`src/rtl/nrzi_rx_decoder.sv`:
```
// NRZI receive decoder: after a sync indication, turns J/K line symbols into
// destuffed LSB-first bytes, and flags end-of-packet and line/protocol errors.
module nrzi_rx_decoder #(
  parameter int unsigned MAX_BYTES = 64
) (
  input  logic       clk,
  input  logic       rst,
  input  logic       k,
  input  logic       j,
  input  logic       rx_en,
  input  logic       synced_d,
  input  logic       sync_err_d,
  output logic [7:0] data,
  output logic       data_valid,
  output logic       eop,
  output logic       err,
  output logic [2:0] err_code,
  output logic       busy
);

  localparam int unsigned       BCW          = (MAX_BYTES < 1) ? 1 : $clog2(MAX_BYTES + 1);
  localparam logic [BCW-1:0]    BYTE_LIMIT   = BCW'(MAX_BYTES);
  localparam logic [2:0]        STUFF_RUN    = 3'd6;
  localparam logic [2:0]        LAST_BIT     = 3'd7;
  localparam logic [2:0]        ERR_STUFF    = 3'd1;
  localparam logic [2:0]        ERR_SE1      = 3'd2;
  localparam logic [2:0]        ERR_PARTIAL  = 3'd3;
  localparam logic [2:0]        ERR_OVERFLOW = 3'd4;

  typedef enum logic {
    IDLE,
    RECV
  } state_t;

  state_t         state_q, state_d;
  logic           prev_k_q, prev_k_d;
  logic [2:0]     bit_cnt_q, bit_cnt_d;
  logic [2:0]     ones_cnt_q, ones_cnt_d;
  logic [BCW-1:0] byte_cnt_q, byte_cnt_d;
  logic [7:0]     shift_q, shift_d;
  logic [7:0]     data_q, data_d;
  logic           data_valid_q, data_valid_d;
  logic           eop_q, eop_d;
  logic           err_q, err_d;
  logic [2:0]     err_code_q, err_code_d;

  logic       sym_j, sym_k, sym_se0, sym_se1;
  logic       rx_bit;
  logic [7:0] shift_in;

  assign sym_j   = rx_en &  j & ~k;
  assign sym_k   = rx_en &  k & ~j;
  assign sym_se0 = rx_en & ~j & ~k;
  assign sym_se1 = rx_en &  j &  k;

  // NRZI: an unchanged line level carries a 1, a transition carries a 0.
  assign rx_bit   = (sym_k == prev_k_q);
  assign shift_in = {rx_bit, shift_q[7:1]};

  always_comb begin
    state_d      = state_q;
    prev_k_d     = prev_k_q;
    bit_cnt_d    = bit_cnt_q;
    ones_cnt_d   = ones_cnt_q;
    byte_cnt_d   = byte_cnt_q;
    shift_d      = shift_q;
    data_d       = data_q;
    data_valid_d = 1'b0;
    eop_d        = 1'b0;
    err_d        = 1'b0;
    err_code_d   = '0;

    if (sync_err_d) begin
      state_d = IDLE;
    end else if (synced_d) begin
      state_d    = RECV;
      prev_k_d   = 1'b1;
      bit_cnt_d  = '0;
      ones_cnt_d = '0;
      byte_cnt_d = '0;
      shift_d    = '0;
    end else if (state_q == RECV) begin
      if (sym_j || sym_k) begin
        prev_k_d = sym_k;
        if (ones_cnt_q == STUFF_RUN) begin
          if (rx_bit) begin
            err_d      = 1'b1;
            err_code_d = ERR_STUFF;
            state_d    = IDLE;
          end else begin
            ones_cnt_d = '0;
          end
        end else begin
          shift_d    = shift_in;
          ones_cnt_d = rx_bit ? (ones_cnt_q + 3'd1) : 3'd0;
          if (bit_cnt_q == LAST_BIT) begin
            bit_cnt_d = '0;
            if (byte_cnt_q == BYTE_LIMIT) begin
              err_d      = 1'b1;
              err_code_d = ERR_OVERFLOW;
              state_d    = IDLE;
            end else begin
              data_d       = shift_in;
              data_valid_d = 1'b1;
              byte_cnt_d   = byte_cnt_q + BCW'(1);
            end
          end else begin
            bit_cnt_d = bit_cnt_q + 3'd1;
          end
        end
      end else if (sym_se0) begin
        if (bit_cnt_q == 3'd0) begin
          eop_d = 1'b1;
        end else begin
          err_d      = 1'b1;
          err_code_d = ERR_PARTIAL;
        end
        state_d = IDLE;
      end else if (sym_se1) begin
        err_d      = 1'b1;
        err_code_d = ERR_SE1;
        state_d    = IDLE;
      end
    end
  end

  always_ff @(posedge clk) begin
    if (rst) begin
      state_q      <= IDLE;
      prev_k_q     <= 1'b1;
      bit_cnt_q    <= '0;
      ones_cnt_q   <= '0;
      byte_cnt_q   <= '0;
      shift_q      <= '0;
      data_q       <= '0;
      data_valid_q <= 1'b0;
      eop_q        <= 1'b0;
      err_q        <= 1'b0;
      err_code_q   <= '0;
    end else begin
      state_q      <= state_d;
      prev_k_q     <= prev_k_d;
      bit_cnt_q    <= bit_cnt_d;
      ones_cnt_q   <= ones_cnt_d;
      byte_cnt_q   <= byte_cnt_d;
      shift_q      <= shift_d;
      data_q       <= data_d;
      data_valid_q <= data_valid_d;
      eop_q        <= eop_d;
      err_q        <= err_d;
      err_code_q   <= err_code_d;
    end
  end

  assign data       = data_q;
  assign data_valid = data_valid_q;
  assign eop        = eop_q;
  assign err        = err_q;
  assign err_code   = err_code_q;
  assign busy       = (state_q == RECV);

endmodule

```
`config.mk`:
```
export PLATFORM = sky130hd
export DESIGN_NAME = nrzi_rx_decoder
export DESIGN_NICKNAME = d
export VERILOG_FILES = /design/src/rtl/nrzi_rx_decoder.sv
export SDC_FILE = /design/constraint.sdc
export NUM_CORES = 1
export LEC_CHECK = 0
export CORE_MARGIN = 8
export CORE_UTILIZATION = 25
export CTS_CLUSTER_DIAMETER = 30
export DETAILED_ROUTE_END_ITERATION = 16
export PLACE_DENSITY = 0.47
export SLEW_MARGIN = 20
export SYNTH_ARGS = -nofsm -noshare
export SYNTH_HDL_FRONTEND = slang
export SYNTH_SLANG_ARGS = --single-unit
```
`constraint.sdc`:
```
create_clock -name clk -period 1.85 [get_ports clk]
set_clock_uncertainty 0.1 [all_clocks]
set_input_delay 0.555 -clock clk [delete_from_list [all_inputs] [get_ports clk]]
set_output_delay 0.555 -clock clk [all_outputs]
set_load 0.005 [all_outputs]
```
### Word level (Yosys, flattened, before mapping)

Index checks and enable logic that the tools add are counted.

* register bits: 37
* bits of input ports: 7
* output and inout bits: 15
* word-level logic and storage cells: 102

* $add $sub $neg: 3
* equality and inequality tests: 7
* multiplexer cells: 50
* bitwise operators: 17
* reduce and logical (&&, ||, !) cells: 14

Operators by type and width (number)
* two-way mux 3 bit: 16
* two-way mux 7 bit: 6
* two-way mux 8 bit: 4
* two-way mux 1 bit: 22
* NOT 1 bit: 10
* AND reduction 4 bit: 2
* adder 7 x 1 -> 7 bit, second input constant: 1
* AND 1 bit: 7
* equality test 7 bit, second input constant: 1
* AND reduction 7 bit: 1
* OR reduction 7 bit: 1
* adder 3 x 1 -> 3 bit, second input constant: 2
* equality test 3 bit, second input constant: 2
* AND reduction 6 bit: 1
* nonzero test 2 bit: 3
* OR reduction 6 bit: 1
* two-way mux 2 bit: 2
* inequality test 2 bit, second input constant: 2
* OR reduction 4 bit: 1
* logical NOT 3 bit: 1
* inequality test 3 bit, second input constant: 1
* AND reduction 3 bit: 1
* OR reduction 2 bit: 1
* equality test 1 bit: 1
* logical OR 1 bit: 1

### Logic depth before layout (Yosys ltp)

Gate-level depths: netlist of the first run.

* depth after elaboration: 8
* depth in mapped cells: 7
* gate-level depth less buffers: 6

### Worst setup path before layout of the first run

No wires, ideal clock.

* path kind: input port to flip-flop
* start: in k
* end: reg byte_cnt_q[5]
* setup time: 70 ps
* arrival: 1788 ps
* data required time: 1680 ps
* slack: -108 ps
* stages on the path: 5
* path buffers: 1
* path through: buf_4 -> xnor2_2 -> o31a_1 -> or4_1 -> a21oi_1

* cells in the longest elaborated chain, start to end: 5
* elaborated cells on any way between the ends: 7
* classes of those cells: bitwise: 4; reduce/logical: 3

Ends and longest elaborated chain
* start, declared: line 8 `input logic k,`
* AND 1 bit / NOT 1 bit (equally long branches): line 52, 51
* AND 1 bit, on equally long branches: line 52, 51
* logical OR 1 bit (*): line 83 `if (sym_j || sym_k) begin`
* nonzero test 2 bit (no line) (*)
* AND reduction 6 bit (no line) (*)
* end signal, assigned: line 145 `byte_cnt_q <= byte_cnt_d;`
* end, declared: line 39 `logic [BCW-1:0] byte_cnt_q, byte_cnt_d;`

Every way passes the cells marked *; elsewhere a longest branch is shown, timed or not.
A chain may end at the register's enable or synchronous reset.

### Worst setup path after layout of the first run

* start: reg bit_cnt_q[0]
* end: reg byte_cnt_q[6]

* cells in the longest elaborated chain, start to end: 3

Ends and longest elaborated chain
* start, declared: line 37 `logic [2:0] bit_cnt_q, bit_cnt_d;`
* start signal, assigned: line 143 `bit_cnt_q <= bit_cnt_d;`
* equality test 3 bit: line 96 `if (bit_cnt_q == LAST_BIT) begin`
* nonzero test 2 bit (no line)
* AND reduction 6 bit (no line)

No other way between the ends.

==> results of run 1 <==
cell families (layout without fill, tap and decap cells):
kind of cell	count (synthesis)	in the layout	synth area share [%]
AOI/OAI and AO/OA	76	77	25.2
and+or+nand+nor	60	60	20.8
DFF	36	36	41.1
buffers and inverters	25	80	6.06
adders and majority gates	7	7	4.99
xor gates and xnor gates	3	3	1.93
worst max-delay path, delay by kind of cell (launching register included):
kind                     cells  cell delay (ps)
flip-flops                   1              350
AND/OR/NAND/NOR              1              480
adder cells (fa/ha/maj)      2              260
AO/OA/AOI/OAI                3              630
worst min path at each step:
| stage | slack, ps | end | start | cells past startpoint |
|---|---|---|---|---|
| after floorplan | 340 | data[0]$_SDFFE_PP0P_ | shift_q[1]$_SDFFE_PP0P_ | 2 |
| after global placement | 360 | data[0]$_SDFFE_PP0P_ | shift_q[1]$_SDFFE_PP0P_ | 2 |
| after detailed placement | 370 | shift_q[1]$_SDFFE_PP0P_ | shift_q[1]$_SDFFE_PP0P_ | 2 |
| after CTS | 380 | shift_q[1]$_SDFFE_PP0P_ | shift_q[1]$_SDFFE_PP0P_ | 2 |
| after global routing | 390 | data[6]$_SDFFE_PP0P_ | data[6]$_SDFFE_PP0P_ | 2 |
| final | 360 | data[0]$_SDFFE_PP0P_ | data[0]$_SDFFE_PP0P_ | 2 |
stage by stage:
| step | utilization [%] | cells | TNS (ps) | cell area [sq um] | power, mW |
|---|---|---|---|---|---|
| floorplan | - | 207 | -174 | 1790 | 0.884 |
| global placement | 34.5 | 346 | -18300 | 2340 | 0.966 |
| detailed placement | 34.5 | 346 | -18560 | 2340 | 0.964 |
| CTS | 38.1 | 359 | -35.6 | 2590 | 1.69 |
| global route | 39.4 | 359 | -413 | 2680 | 1.74 |
| finish | 39.4 | 359 | -34.8 | 2680 | 1.68 |
sequential cells by signal (all words and copies together), names as in the netlist:
register / flops
bit_cnt_q: 3
busy: 1
byte_cnt_q: 7
data: 8
data_valid: 1
eop: 1
err: 1
err_code: 3
ones_cnt_q: 3
prev_k_q: 1
shift_q: 7
per-layer routing:
layer / up-vias / global-route usage, % / part of all wire (%)
li1: 883 / - / -
met1: 845 / 13.9 / 49
met2: 42 / 17.1 / 45
met3: 10 / 3.28 / 4.6
met4: 0 / 2.91 / 1.1
met5: - / 0 / 0
timing repair:
| action | CTS | global route |
|---|---|---|
| cloned | 1 | 0 |
| gates resized for setup | 38 | 27 |
| pin swaps | 6 | 7 |
| setup endpoints to repair | 34 | 26 |
| setup buffers | 6 | 0 |
placed cells by master, fill, tap and decap left out, types with 2 or more instances in the layout:
cell type and count:
buf_4 35, a21oi_1 28, dfxtp_1 27, clkdlybuf4s50_1 15, nand3_1 12, o21ai_0 11, dfxtp_2 9, inv_1 8
nand4_1 8, o21ai_1 7, o21ai_2 7, nor3_1 6, nor2_1 6, a31oi_1 5, clkbuf_8 5, buf_6 5
nand2b_1 3, nand4b_1 3, o31ai_2 3, ha_1 3, dlygate4sd2_1 3, buf_12 3, nand2_2 2, nand3b_1 2
o31a_1 2, a21oi_2 2, or2_2 2, o22ai_1 2, and3_1 2, or4_1 2, ha_4 2, ha_2 2
final cells by class:
type | count | area [sq um]
Fill cell | 667 | 4120
Tap cell | 96 | 120
Inverter | 8 | 30.0
Timing Repair Buffer | 64 | 584
Multi-Input combinational cell | 147 | 1100
Clock inverter | 3 | 42.5
Clock buffer | 5 | 68.8
Sequential cell | 36 | 732
report_power, final:
group | leakage [nW] | internal (mW) | switching, mW
registers | 0.295 | 0.778 | 0.00292
logic | 0.595 | 0.0906 | 0.103
clock network | 0.0541 | 0.399 | 0.302
total | 0.944 | 1.27 | 0.408
==> out/qor.csv, run 1 <==
metric,value,unit
status,finished with violations,
final net count,276,
# diodes,0,
Post-Synthesis Cells,207,
WHS,361,ps
hold_buf cts,0,
PD cells,626,nW/um^2
Die ar.,9950,sq um
sequential area share after synthesis,41.1,%
Async SR Flop Fraction,0,%
Final Cycle Share,102,%
Final GP Congestion,0.806,
clock latency on the worst-skew pair,290,ps
synthesized area,1750,sq um
RSZ-0062 raised after global routing,yes,
top-count cell post-synth,dfxtp_1,
TritonCTS sink count,36,
# DRC,0,
Via density,4.96,
HPWL Detailed,3380,um
Critical Path Start,bit_cnt_q[0]$_SDFFE_PP0P_,
wire length per cell,14.7,um
"EDFF count, synth",0,
Final Hold Violating Endpoints,0,
post-route ant nets,0,
starting density of the core,25.8,%
Mean Syn Cell Area,8.47,sq um
most frequent CP cell,ha_4,
port bufs,21,
Worst Tran Pin Value,557,ps
Synth top area share,41.1,%
first-pass GRT wire length,8710,um
crit-path cells,"ha_4, ha_4, a21bo_4, a211o_1, or4_1, a21oi_1",
H-tree level count,2,
# IOs,22,
die width,99.8,um
largest net degree at the start of global routing,34,
setup violators final,1,
DRT Wirelength,5280,um
Worst Setup Start Kind,flip-flop,
first-iteration detailed-routing DRC count,100,
Root Driver,clkbuf_8,
row count,30,
CP endpoint kind,flip-flop,
top post-synthesis cells by area,"dfxtp_1 41%, a21oi_1 8.6%, o21ai_0 7.1%, ha_1 5.0%, nand3_1 3.4%",
Synth-to-Final Area Change,52.5,%
HP Class,reg2reg,
Syn Nets,221,
Setup WS pre-CTS,-624,ps
CP arrival,2010,ps
Slew Limit Fails,0,
proportion of layout cells with a drive suffix above 1,36.1,%
"Remaining Overflow, GRT",0,
worst r2r dst,byte_cnt_q[6]$_SDFFE_PP0P_,
setup ws final,-34.8,ps
cts bufs inserted,5,
synth unique cells,42,
Worst-path clk slew,80,ps
cell taking the most area after synthesis,dfxtp_1,
Register-to-Register Path Depth,6,
failing checks,negative setup slack,
GR Util All Layers,10.9,%
vias in the first global route,1763,
Period minus WS final,1880,ps
max_slew headroom,62.8,%
fmax,531,MHz
flip-flop and latch count after synthesis,36,
crit path capture,byte_cnt_q[6]$_SDFFE_PP0P_,
initial antenna violation count,0,
Syn. warnings,0,
CP required,1980,ps
Synth top cells by count,"36 x dfxtp_1, 30 x a21oi_1, 25 x o21ai_0",
Chip Height,99.8,um
Longest Clk Path Bufs,2,
first drt pass iteration count,4,
worst r2r src,bit_cnt_q[0]$_SDFFE_PP0P_,
vias post-DR,1780,
leakage power,0.944,nW
CTS tree,yes,
VDD IR-drop max,0.000365,V
most common flop cell mapped by yosys,dfxtp_1,
class of the most critical setup path,reg2reg,
slowest CP cell,or4_1,
crit path max fanout,3,
MaxCap Viol Count,0,
Worst R2R Setup Slack,-30,ps
core region area,6790,sq um
Worst path max stage delay,480,ps
Note: power is estimated with default switching activity, not from simulation.
==> inputs of run 2 (changes only) <==
PLACE_DENSITY = 0.45   (was 0.47)
SLEW_MARGIN = 10   (was 20)
clock period = 2.2 ns   (was 1.85 ns; I/O delays follow)
==> run 2 against run 1 <==
  * The run now ends clean
  * Via count down 5.7%
  * Flip-flop and latch count unchanged
  * Critical path depth down 1
  * Non-clock buffer count down 16
  * Combinational power down 32%
  * Hold slack better by 4.0 ps
  * Die area unchanged
  * Sequential power down 16%
  * Utilization down 4.7 points
  * Count of clock-buffer cells in the layout unchanged
  * Critical path type is now in2reg
  * Largest power group unchanged
==> out/qor.csv, run 2 (synthesized netlist as in run 1, its figures left out) <==
metric,value,unit
status,"finished, final reports clean",
DRT Wirelength,4810,um
vias post-DR,1678,
starting density of the core,25.8,%
max FFs per register,8,
uppermost routed layer,met4,
leakage power,0.828,nW
max_slew headroom,70.0,%
CP required,2320,ps
first-pass GRT wire length,8040,um
wire length per cell,14.1,um
Bufs and invs on worst path,1,
proportion of layout cells with a drive suffix above 1,17.1,%
total power,1.37,mW
largest net degree at the start of global routing,34,
Worst Tran Pin Value,448,ps
"commonest non-fill, non-tap cells in the layout","36 x dfxtp_1, 30 x a21oi_1, 25 x o21ai_0, 25 x buf_4, 18 x clkdlybuf4s50_1",
TritonCTS sink count,36,
die width,99.8,um
CTS tree,yes,
CP arrival,2200,ps
clock latency on the worst-skew pair,290,ps
# DRC,0,
# diodes,0,
met3 WL,281,um
slowest CP cell,or4_1,
# IOs,22,
final net count,259,
row count,30,
class of the most critical setup path,in2reg,
Root Driver,clkbuf_8,
Via density,4.91,
hold_buf cts,0,
GR Util All Layers,9.98,%
Worst path max stage delay,520,ps
WP depth,5,
final core occ,34.7,%
HP Class,reg2reg,
Final Hold Violating Endpoints,0,
Post-Route M1 WL,2330,um
Final Cycle Share,94.6,%
vias in the first global route,1650,
cts bufs inserted,5,
initial antenna violation count,0,
Longest Clk Path Bufs,2,
Chip Height,99.8,um
"Remaining Overflow, GRT",0,
post-CTS setup buffers,0,
MaxCap Viol Count,0,
crit-path cells,"clkdlybuf4s50_1, nand2_1, o31a_1, or4_1, a21oi_1",
CP endpoint kind,flip-flop,
met2 routed WL,2140,um
H-tree level count,2,
Worst-path clk slew,80,ps
HPWL Detailed,3290,um
fillers,738,
fmax,481,MHz
Period minus WS final,2080,ps
Die ar.,9950,sq um
worst r2r src,ones_cnt_q[0]$_SDFFE_PP0P_,
Final GP Congestion,0.791,
setup violators final,0,
Register-to-Register Path Depth,6,
worst r2r dst,byte_cnt_q[6]$_SDFFE_PP0P_,
"most common cell after layout, fill and taps aside",dfxtp_1,
first-iteration detailed-routing DRC count,99,
"delay-heaviest family, CP",simple AND/OR/NAND/NOR gates,
Worst Setup Start Kind,input port,
Slew Limit Fails,0,
Worst R2R Setup Slack,160,ps
crit path max fanout,6,
RSZ-0062 raised after global routing,no,
post-route ant nets,0,
crit path capture,byte_cnt_q[6]$_SDFFE_PP0P_,
first drt pass iteration count,4,
port bufs,21,
core region area,6790,sq um
PD cells,582,nW/um^2
Synth-to-Final Area Change,34.4,%
Critical Path Start,rx_en,
Hold Path Origin,shift_q[1]$_SDFFE_PP0P_,
TNS Setup,0,ps
VDD IR-drop max,0.000346,V
[run 2: cell types whose count changed in the layout (fill, tap and decap cells not counted), moves of 3 or more]
cell | before | now
o21ai_2 | 7 | 0
ha_1 | 3 | 7
o21ai_0 | 11 | 25
o21ai_1 | 7 | 0
dlygate4sd2_1 | 3 | 0
dfxtp_1 | 27 | 36
dfxtp_2 | 9 | 0
buf_4 | 35 | 25
clkdlybuf4s50_1 | 15 | 18
o31ai_1 | 1 | 4
buf_6 | 5 | 0
[run 2: per-stage QoR]
| stage | cells | instance area, sq um | hold WS, ps | setup slack, ps |
|---|---|---|---|---|
| 2_1_floorplan | 207 | 1750 | 340 | 137 |
| 4_1_cts | 342 | 2350 | 369 | 0.813 |
| 3_5_place_dp | 334 | 2240 | 361 | -329 |
| 3_3_place_gp | 334 | 2240 | 354 | -365 |
| 6_report | 342 | 2360 | 365 | 119 |
| 5_1_grt | 342 | 2360 | 398 | 36.9 |
[run 2: cell type report]
type / count / area [sq um] / share of cell area [%]
multi-input combinational: 146 / 930 / 39.4
sequential: 36 / 721 / 30.6
timing repair buffer: 48 / 445 / 18.9
tap: 96 / 120 / 5.10
clock buffer: 5 / 68.8 / 2.92
clock inverter: 3 / 42.5 / 1.80
inverter: 8 / 30.0 / 1.27
[run 2: what timing repair did]
item / CTS / global route
endpoints found under the setup margin: 3 / 26
gates resized for setup: 0 / 4
endpoints found under the hold margin: 0 / 0
pin swaps: 1 / 1
[run 2: tightest hold or removal path, delay by kind of cell (launching register included)]
kind,cells,cell delay [ps]
AND/OR/NAND/NOR,1,60
AO/OA/AOI/OAI,1,50
flip-flops,1,310
[run 2: layer usage]
metal / up-vias / track usage (%)
met5: - / 0
met4: 0 / 3.61
met3: 6 / 3.21
met2: 36 / 15.0
met1: 792 / 13.0
li1: 844 / -
[run 2: how the worst min path moves through the flow]
stage | to | slack (ps) | depth (start not counted)
after floorplan | data[0]$_SDFFE_PP0P_ | 340 | 2
after global placement | data[0]$_SDFFE_PP0P_ | 350 | 2
after detailed placement | data[0]$_SDFFE_PP0P_ | 360 | 2
after CTS | data[0]$_SDFFE_PP0P_ | 370 | 2
after global routing | data[5]$_SDFFE_PP0P_ | 400 | 2
final | data[0]$_SDFFE_PP0P_ | 370 | 2
[run 2: power breakdown]
part	internal, mW	switching, mW	leakage, nW
Combinational	0.0608	0.0702	0.483
Clock	0.335	0.251	0.0541
Sequential	0.654	0.00187	0.290
Total	1.05	0.323	0.828
